$ cat src/rtl/bp_common_pkg.sv
// ----------------------------------------------------------------------------
// bp_common_pkg
//   Shared Sv39 definitions for the TLB / page-table-walker slice:
//   - address widths for the processor configuration (39-bit VA, 56-bit PA)
//   - bp_ptw_state_e    : walker FSM states
//   - bp_sv39_pte_s     : raw 64-bit Sv39 page-table entry
//   - bp_pte_entry_leaf_s : leaf entry written into the TLB {ptag, d,a,u,x,w,r}
//   - sv39_level_mask() : mask of the PPN bits covered by a superpage at a level
// ----------------------------------------------------------------------------
package bp_common_pkg;

    localparam int vaddr_width_gp = 39;
    localparam int paddr_width_gp = 56;
    localparam int vtag_width_gp  = vaddr_width_gp - 12;
    localparam int ptag_width_gp  = paddr_width_gp - 12;

    localparam int sv39_levels_gp            = 3;
    localparam int sv39_vpn_width_gp         = 9;
    localparam int sv39_pte_size_in_bytes_gp = 8;
    localparam int sv39_pte_offset_width_gp  = $clog2(sv39_pte_size_in_bytes_gp);
    localparam int sv39_level_width_gp       = $clog2(sv39_levels_gp);

    typedef enum logic [2:0] {
        e_idle,
        e_req,
        e_wait,
        e_write,
        e_fault
    } bp_ptw_state_e;

    typedef struct packed {
        logic [9:0]               reserved;
        logic [ptag_width_gp-1:0] ppn;
        logic [1:0]               rsw;
        logic                     d;
        logic                     a;
        logic                     g;
        logic                     u;
        logic                     x;
        logic                     w;
        logic                     r;
        logic                     v;
    } bp_sv39_pte_s;

    typedef struct packed {
        logic [ptag_width_gp-1:0] ptag;
        logic                     d;
        logic                     a;
        logic                     u;
        logic                     x;
        logic                     w;
        logic                     r;
    } bp_pte_entry_leaf_s;

    function automatic int bp_pte_entry_leaf_width(input int paddr_width);
        return paddr_width - 12 + 6;
    endfunction

    localparam int entry_width_gp = bp_pte_entry_leaf_width(paddr_width_gp);

    // Low 9*level bits set: the PPN bits a superpage at this level maps
    // straight through from the virtual address.
    function automatic logic [ptag_width_gp-1:0] sv39_level_mask(
        input logic [sv39_level_width_gp-1:0] level
    );
        logic [ptag_width_gp-1:0] mask;
        mask = '0;
        for (int i = 0; i < (sv39_levels_gp - 1) * sv39_vpn_width_gp; i++) begin
            if (i < sv39_vpn_width_gp * int'(level)) mask[i] = 1'b1;
        end
        return mask;
    endfunction

endpackage

$ cat src/rtl/bp_ptw.sv
// ----------------------------------------------------------------------------
// bp_ptw
//   Sv39 hardware page-table walker. Accepts a TLB miss while idle, issues one
//   PTE load per level, and ends with either a one-cycle TLB fill strobe or a
//   one-cycle page-fault pulse.
//
// Ports
//   clk_i, reset_i          clock, synchronous active-high reset
//   flush_i                 abort the walk; no fill or fault results
//   base_ppn_i              root page-table PPN, sampled when a walk starts
//   miss_v_i, miss_vtag_i   TLB miss (only accepted when idle)
//   busy_o                  walk in progress
//   mem_v_o, mem_addr_o     PTE load request (held until mem_ready_i)
//   mem_ready_i             request accepted
//   mem_data_v_i, mem_data_i PTE response (ignored outside e_wait)
//   tlb_w_v_o/_vtag_o/_entry_o   TLB fill strobe, vtag and leaf entry
//   page_fault_v_o/_vtag_o       fault pulse and faulting vtag
// ----------------------------------------------------------------------------
module bp_ptw
    import bp_common_pkg::*;
(
    input  logic                      clk_i,
    input  logic                      reset_i,
    input  logic                      flush_i,
    input  logic [ptag_width_gp-1:0]  base_ppn_i,
    input  logic                      miss_v_i,
    input  logic [vtag_width_gp-1:0]  miss_vtag_i,
    output logic                      busy_o,
    output logic                      mem_v_o,
    output logic [paddr_width_gp-1:0] mem_addr_o,
    input  logic                      mem_ready_i,
    input  logic                      mem_data_v_i,
    input  logic [63:0]               mem_data_i,
    output logic                      tlb_w_v_o,
    output logic [vtag_width_gp-1:0]  tlb_w_vtag_o,
    output logic [entry_width_gp-1:0] tlb_w_entry_o,
    output logic                      page_fault_v_o,
    output logic [vtag_width_gp-1:0]  page_fault_vtag_o
);

    bp_ptw_state_e                  state_r, state_n;
    logic [vtag_width_gp-1:0]       vtag_r;
    logic [ptag_width_gp-1:0]       cur_ppn_r;
    logic [sv39_level_width_gp-1:0] level_r;
    logic                           abort_r;
    bp_pte_entry_leaf_s             leaf_r;
    bp_pte_entry_leaf_s             fill_entry;

    bp_sv39_pte_s                   pte;
    logic                           start, descend;
    logic                           pte_bad, pte_leaf, pte_misaligned;
    logic [ptag_width_gp-1:0]       level_mask, vtag_ext;
    logic [sv39_vpn_width_gp-1:0]   vpn;

    assign pte            = mem_data_i;
    assign level_mask     = sv39_level_mask(level_r);
    assign pte_leaf       = pte.r | pte.x;
    assign pte_bad        = ~pte.v | (~pte.r & pte.w);
    assign pte_misaligned = |(pte.ppn & level_mask);

    // Reserved, RSW and G bits play no part in the walk.
    logic unused_pte_bits;
    assign unused_pte_bits = ^{pte.reserved, pte.rsw, pte.g};

    always_comb begin
        case (level_r)
            2'd2:    vpn = vtag_r[26:18];
            2'd1:    vpn = vtag_r[17:9];
            default: vpn = vtag_r[8:0];
        endcase
    end

    // NOTE: sequential state uses non-blocking (<=) so every register samples
    // pre-edge values; blocking here would create order-dependent races.
    always_ff @(posedge clk_i) begin
        if (reset_i) state_r <= e_idle;
        else         state_r <= state_n;
    end

    // NOTE: every output of this block is given a default before the case so
    // no path leaves a signal unassigned, which would infer a latch.
    always_comb begin
        state_n = state_r;
        start   = 1'b0;
        descend = 1'b0;
        unique case (state_r)
            e_idle: begin
                if (miss_v_i && !flush_i) begin
                    start   = 1'b1;
                    state_n = e_req;
                end
            end
            e_req: begin
                if (flush_i)          state_n = e_idle;
                else if (mem_ready_i) state_n = e_wait;
            end
            e_wait: begin
                // A flushed walk still waits for its response so the memory
                // never sees a second request while one is outstanding.
                if (mem_data_v_i) begin
                    if (abort_r || flush_i) state_n = e_idle;
                    else if (pte_bad)       state_n = e_fault;
                    else if (pte_leaf)      state_n = pte_misaligned ? e_fault : e_write;
                    else if (level_r == '0) state_n = e_fault;
                    else begin
                        descend = 1'b1;
                        state_n = e_req;
                    end
                end
            end
            e_write, e_fault: state_n = e_idle;
            default:          state_n = e_idle;
        endcase
    end

    always_ff @(posedge clk_i) begin
        if (reset_i) begin
            vtag_r    <= '0;
            cur_ppn_r <= '0;
            level_r   <= 2'd2;
            abort_r   <= 1'b0;
            leaf_r    <= '0;
        end else begin
            if (start) begin
                vtag_r    <= miss_vtag_i;
                cur_ppn_r <= base_ppn_i;
                level_r   <= 2'd2;
            end else if (descend) begin
                cur_ppn_r <= pte.ppn;
                level_r   <= level_r - 2'd1;
            end
            // Captured on every response; only consumed when the walk ends in e_write.
            if (state_r == e_wait && mem_data_v_i) begin
                leaf_r <= '{ptag: pte.ppn, d: pte.d, a: pte.a, u: pte.u,
                            x: pte.x, w: pte.w, r: pte.r};
            end
            abort_r <= (state_r == e_wait) && !mem_data_v_i && (abort_r || flush_i);
        end
    end

    // Superpage splice: PPN bits below the leaf level come from the vtag.
    assign vtag_ext = {{(ptag_width_gp - vtag_width_gp){1'b0}}, vtag_r};

    always_comb begin
        fill_entry      = leaf_r;
        fill_entry.ptag = (leaf_r.ptag & ~level_mask) | (vtag_ext & level_mask);
    end

    assign busy_o            = (state_r != e_idle);
    assign mem_v_o           = (state_r == e_req);
    assign mem_addr_o        = {cur_ppn_r, vpn, {sv39_pte_offset_width_gp{1'b0}}};
    assign tlb_w_v_o         = (state_r == e_write) && !flush_i && !reset_i;
    assign tlb_w_vtag_o      = vtag_r;
    assign tlb_w_entry_o     = fill_entry;
    assign page_fault_v_o    = (state_r == e_fault) && !flush_i && !reset_i;
    assign page_fault_vtag_o = vtag_r;

endmodule

$ cat config.mk
export PLATFORM = sky130hd
export DESIGN_NAME = bp_ptw
export DESIGN_NICKNAME = d
export VERILOG_FILES = /design/src/rtl/bp_common_pkg.sv /design/src/rtl/bp_ptw.sv
export SDC_FILE = /design/constraint.sdc
export NUM_CORES = 1
export LEC_CHECK = 0
export BUFFER_PORTS_ARGS = -buffer_cell sky130_fd_sc_hd__buf_2
export CAP_MARGIN = 10
export CORE_MARGIN = 2
export CORE_UTILIZATION = 41
export DETAILED_ROUTE_END_ITERATION = 8
export PLACE_DENSITY_LB_ADDON = 0.3
export SLEW_MARGIN = 25
export SYNTH_ARGS = -nofsm -noshare
export SYNTH_HDL_FRONTEND = slang
export SYNTH_SLANG_ARGS = --single-unit
export TNS_END_PERCENT = 20
$ cat constraint.sdc
create_clock -name clk_i -period 2.1 [get_ports clk_i]
set_input_delay 0.42 -clock clk_i [delete_from_list [all_inputs] [get_ports clk_i]]
set_output_delay 0.42 -clock clk_i [all_outputs]
set_load 0.01 [all_outputs]
==> impl_metrics.py, run 1 <==
metrics = {
    "drt": {
        "drc": 0,
        "dr.pass1.iters": 4,
        "drtIter0Drc": 299,
        "drtAntennaViolNets": 0,
        "vias": 5717,
        "top_layer": "met4",
        "met1_length_mm": 7.84,
        "wl_per_cell_um": 16.5,
        "drt_wl_total_mm": 18.5,
        "route.met2.wl_mm": 9.18,
        "routed-wl-met3_mm": 1.35,
        "avgViaCountPerCell": 5.08,
    },
    "setup_path": {
        "path_max_fanout": 11,
        "rrSetupSlack_ps": 80,
        "r2r-end": "cur_ppn_r[13]",
        "cp.arrival_ps": 1650,
        "crit_type": "register to primary output",
        "end_kind": "primary output",
        "worstPathRequired_ps": 1680,
        "reg2regPathDepth": 10,
        "start_kind": "register",
        "r2r_start": "level_r[1]",
    },
    "logic_synthesis": {
        "synth_cell_types": 37,
        "yosysSeqAreaShare": 0.432,
        "yosysTopAreaCellShare": 0.432,
        "yosysWarnings": 0,
        "synthTopCellsByArea": "dfxtp_1 43%, nand2_1 10%, buf_4 7.9%",
        "ys_ff_latch": 127,
        "syn_avg_cell_area_um2": 8.24,
        "yosysTopAreaCell": "dfxtp_1",
        "ys.flop_type": "dfxtp_1",
        "synthesis.area_um2": 5880,
        "syn_inst": 714,
        "synth-edff-count": 0,
        "async_flop_share": 0,
    },
    "timing": {
        "rsz0062_at_grt": "yes",
        "hold_viol": 0,
        "clock_skew_ps": 6.15,
        "period_needed_ps": 2070,
        "setup_viol": 0,
        "timing.slew.headroom": 0.622,
        "tightestPinTransition_ps": 566,
        "fmax_mhz": 484,
        "finalMaxSlewViolations": 0,
        "finalCritPeriodShare": 0.984,
    },
    "run": {
        "cap_viol_max_count": 0,
    },
    "final_layout": {
        "antenna_cells": 0,
        "syn2layout_area_growth_pct": 36.9,
        "layout_common_cells": "287 x buf_2, 159 x nand2_1, 125 x dfxtp_1",
        "n_fill_cell": 1284,
        "final_common_cell": "buf_2",
        "nets": 1078,
        "drive_gt1_frac": 0.405,
        "final_cell_area_um2": 8060,
    },
    "pwr": {
        "power_w": 0.00645,
        "intPower_w": 0.00495,
        "p_sw_frac": 0.233,
        "power.clock.fraction": 0.506,
        "pwr-share-comb": 0.097,
        "p_sw_w": 0.00150,
        "cellLeakagePower_nw": 4.03,
        "power_density_nw_per_um2": 801,
        "irDropWorstVdd_mv": 0.557,
        "seq_power_share": 0.397,
    },
    "status": {
        "status": "completed",
    },
    "cts": {
        "h-tree-depth": 4,
        "cts_buffers": 17,
        "cts_tree": "yes",
        "cts-root-buf": "clkbuf_16",
        "clk_latency_ps": 410,
        "path_clk_slew_ps": 60,
        "cts_buffer_depth": 2,
        "clkSinkCount": 127,
    },
    "floorplanning": {
        "fp.dieArea_um2": 15300,
        "start_util": 0.422,
        "die_w_um": 124,
        "row_count": 43,
        "pin_count": 305,
        "die_y_um": 124,
        "core_um2": 13900,
    },
    "placement": {
        "place.gp.congestion": 0.790,
        "dpl-instance-area_um2": 7070,
        "portBuffers": 288,
        "hpwl_mm": 12.2,
    },
    "hold_path": {
        "hold_depth": 2,
        "hold_path_startpoint": "mem_data_v_i",
        "min_path_type": "input pin to register",
        "holdPathEnd": "abort_r",
    },
    "grt": {
        "grt_pass1_vias": 5218,
        "grt.total_usage": 0.226,
        "grt_max_degree": 124,
        "antenna_found_initial": 0,
        "grt_pass1_wl_mm": 26.7,
        "grt_overflow": 0,
    },
}
## registers in the layout (all words and copies together) (netlist names)
signal / flops
cur_ppn_r: 44
leaf_r: 44
page_fault_vtag_o: 27
tlb_w_entry_o: 6
state_r: 3
level_r: 2
abort_r: 1
## how the worst max path moves through the flow
stage,from,endpoint,cells past startpoint
final,level_r[1],tlb_w_entry_o[15],5
after global routing,level_r[1],tlb_w_entry_o[16],5
after CTS,level_r[1],tlb_w_entry_o[15],5
after detailed placement,level_r[0],cur_ppn_r[17],8
after global placement,level_r[0],cur_ppn_r[8],8
after floorplan,level_r[1],cur_ppn_r[17],9
## through the flow
| stage | TNS (ps) | std cells | utilization | worst slack [ps] | hold WS [ps] |
|---|---|---|---|---|---|
| final | 0 | 1126 | 0.578 | 32.8 | 236 |
| after global routing | -80.1 | 1126 | 0.578 | -19.1 | 227 |
| after CTS | -61.6 | 1117 | 0.561 | -31.8 | 218 |
| after detailed placement | 0 | 1084 | 0.508 | 84.9 | 443 |
| after global placement | 0 | 1084 | 0.508 | 136 | 439 |
| after floorplan | 0 | 716 | - | 25.7 | 433 |
## kinds of logic after synthesis
family,synth area share
buffers and inverters,0.121
and+or+nand+nor,0.174
xor gates and xnor gates,0.00149
AOI/OAI and AO/OA,0.155
other,0.000637
muxes,0.107
DFF,0.432
adders and majority gates,0.00851
## cells in the mapped netlist (all sizes together), types with 2 or more instances
master	instances
a211oi	44
o21ai	3
a22oi	9
ha	4
mux2i	44
o21a	2
inv	2
buf	76
nand2	159
dfxtp	127
a21oi	88
nor3b	2
nor2	64
nor2b	3
nor3	6
nand2b	2
nand3	3
nor4	5
mux2	17
and3	2
clkbuf	39
o211ai	2
## layer usage
metal,track usage,vias up
li1,-,2806
met1,0.265,2680
met2,0.398,221
met3,0.0742,10
met4,0.0575,0
met5,0,-
## worst max-delay path, stage by stage (launching register included)
cell and delay [ps]:
dfxtp_4 360, buf_8 150, ha_4 170, nor2_4 100, mux2_4 310, buf_2 150
## timing repair
| item | in CTS | in global routing |
|---|---|---|
| hold buffers | 0 | 0 |
| resized for setup | 19 | 15 |
| setup endpoints to repair | 21 | 58 |
| gates cloned | 0 | 6 |
| setup buffers | 2 | 3 |
| pin swaps | 2 | 6 |
## final cells by class
type / instances / area (µm²) / area share
Tap cell: 180 / 225 / 0.0280
Clock buffer: 19 / 453 / 0.0562
Timing Repair Buffer: 313 / 1830 / 0.227
Inverter: 2 / 12.5 / 0.00155
Multi-Input combinational cell: 472 / 2780 / 0.345
Clock inverter: 13 / 209 / 0.0259
Sequential cell: 127 / 2550 / 0.317
## power by group through the flow
| stage | registers (W) | clock network (W) | logic (W) |
|---|---|---|---|
| 6_report | 0.00256 | 0.00327 | 0.000628 |
| 5_1_grt | 0.00257 | 0.00345 | 0.000690 |
| 4_1_cts | 0.00256 | 0.00333 | 0.000627 |
| 3_5_place_dp | 0.00261 | 0 | 0.000622 |
| 3_3_place_gp | 0.00261 | 0 | 0.000619 |
| 2_1_floorplan | 0.00264 | 0 | 0.000287 |
Power figures use the tool's default switching activity.
==> run 2, diff against run 1 <==
--- a/config.mk
+++ b/config.mk
@@ -9,3 +9,2 @@
 export CAP_MARGIN = 10
-export CORE_MARGIN = 2
 export CORE_UTILIZATION = 41
@@ -13,2 +12,3 @@
 export PLACE_DENSITY_LB_ADDON = 0.3
+export REMOVE_ABC_BUFFERS = 1
 export SLEW_MARGIN = 25
==> constraint.sdc (replaced) <==
create_clock -name clk_i -period 2.1 [get_ports clk_i]
set_input_delay 0.21 -clock clk_i [delete_from_list [all_inputs] [get_ports clk_i]]
set_output_delay 0.21 -clock clk_i [all_outputs]
set_load 0.01 [all_outputs]
==> impl_metrics.py, run 2 (synthesis results as in run 1) <==
metrics = {
    "floorplanning": {
        "die_w_um": 122,
        "die_y_um": 122,
        "fp.dieArea_um2": 14800,
        "core_um2": 13900,
        "pin_count": 305,
        "start_util": 0.422,
        "row_count": 43,
    },
    "placement": {
        "hpwl_mm": 12.0,
        "placed_cells_incl_taps": 1085,
        "place_worst_setup_slack_ps": 80.1,
        "portBuffers": 288,
        "place.gp.congestion": 0.775,
    },
    "cts": {
        "postCtsHoldBufs": 0,
        "cts_buffer_depth": 2,
        "h-tree-depth": 4,
        "clk_latency_ps": 420,
        "cts-root-buf": "clkbuf_16",
        "cts_buffers": 17,
        "clkSinkCount": 127,
        "path_clk_slew_ps": 60,
        "postCtsSetupBuffers": 0,
        "cts_tree": "yes",
    },
    "final_layout": {
        "nets": 1069,
        "syn2layout_area_growth_pct": 31.6,
        "antenna_cells": 0,
        "fin_cells": 1117,
        "final_common_cell": "buf_2",
        "layout_common_cells": "287 x buf_2, 159 x nand2_1, 127 x dfxtp_1",
        "drive_gt1_frac": 0.387,
        "n_fill_cell": 1355,
    },
    "timing": {
        "whs_ps": 25.9,
        "hold_viol": 0,
        "rsz0062_at_grt": "yes",
        "clock_skew_ps": 7.48,
        "period_needed_ps": 2020,
        "finalMaxSlewViolations": 0,
        "timing.slew.headroom": 0.635,
        "finalWorstSetupSlack_ps": 82.5,
        "tightestPinTransition_ps": 542,
        "finalCritPeriodShare": 0.961,
        "setup_viol": 0,
        "fmax_mhz": 496,
    },
    "grt": {
        "grt.total_usage": 0.235,
        "antenna_found_initial": 0,
        "grt_overflow": 0,
        "grt_pass1_vias": 5186,
        "grt_pass1_wl_mm": 26.4,
        "grt_max_degree": 76,
    },
    "drt": {
        "avgViaCountPerCell": 4.96,
        "wl_per_cell_um": 15.4,
        "dr.pass1.iters": 4,
        "drtAntennaViolNets": 0,
        "drtIter0Drc": 202,
        "vias": 5545,
        "drt_wl_total_mm": 17.2,
        "drc": 0,
    },
    "setup_path": {
        "r2r_start": "level_r[0]",
        "start_kind": "register",
        "path_max_fanout": 11,
        "end_kind": "primary output",
        "worstPathRequired_ps": 1890,
        "cp-startpoint": "level_r[1]",
        "cp.arrival_ps": 1810,
        "crit_type": "register to primary output",
    },
    "pwr": {
        "cellLeakagePower_nw": 3.89,
        "power_density_nw_per_um2": 791,
        "irDropWorstVdd_mv": 0.546,
    },
    "status": {
        "status": "completed",
    },
    "run": {
        "cap_viol_max_count": 0,
    },
    "hold_path": {
        "hold_path_startpoint": "miss_vtag_i[5]",
        "min_path_type": "input pin to register",
    },
}
run 2: worst max-delay path, cell delays in order, from the launching register on:
cell     delay (ps)
dfxtp_1         330
buf_4           200
ha_2            370
a22oi_1         170
a21oi_1         160
buf_2           160
run 2: what timing repair did:
action / in CTS / in global routing
setup endpoints to repair: 7 / 26
gates resized for setup: 3 / 5
endpoints found under the hold margin: 0 / 0
run 2: final timing paths:
check / end / slack [ps] / cells after the start
hold reg to reg: leaf_r[23] / 450 / 2
setup / recovery: mem_addr_o[5] / 80 / 5
hold / removal: page_fault_vtag_o[5] / 30 / 3
setup reg to reg: cur_ppn_r[43] / 150 / 8
run 2: layer usage:
metal  up-vias  wire, µm  GRT usage
li1       2785         -          -
met1      2533      7100      0.263
met2       211      8450      0.410
met3        16      1420     0.0861
met4         0       254     0.0779
met5         -         0          0
run 2: final cells by class:
type                            instances  area (µm²)  share of cell area
Multi-Input combinational cell        472        2710               0.350
Sequential cell                       127        2540               0.328
Timing Repair Buffer                  304        1660               0.215
Clock buffer                           21         450              0.0582
Tap cell                              180         225              0.0291
Clock inverter                         11         140              0.0181
Inverter                                2        7.51            0.000970
run 2: where the power goes:
group	internal (W)	total, W	switching (W)
Sequential	0.00250	0.00256	0.0000608
Combinational	0.000284	0.000625	0.000341
Clock	0.00189	0.00294	0.00106
Total	0.00467	0.00612	0.00146
run 2: through the flow:
stage | power, W | setup TNS [ps] | cell area (µm²) | utilization
final | 0.00612 | 0 | 7740 | 0.556
after global routing | 0.00639 | -15.0 | 7740 | 0.556
after CTS | 0.00619 | 0 | 7720 | 0.554
after detailed placement | 0.00323 | 0 | 7120 | 0.511
after global placement | 0.00323 | 0 | 7120 | 0.511
after floorplan | 0.00285 | -414130 | 5190 | -
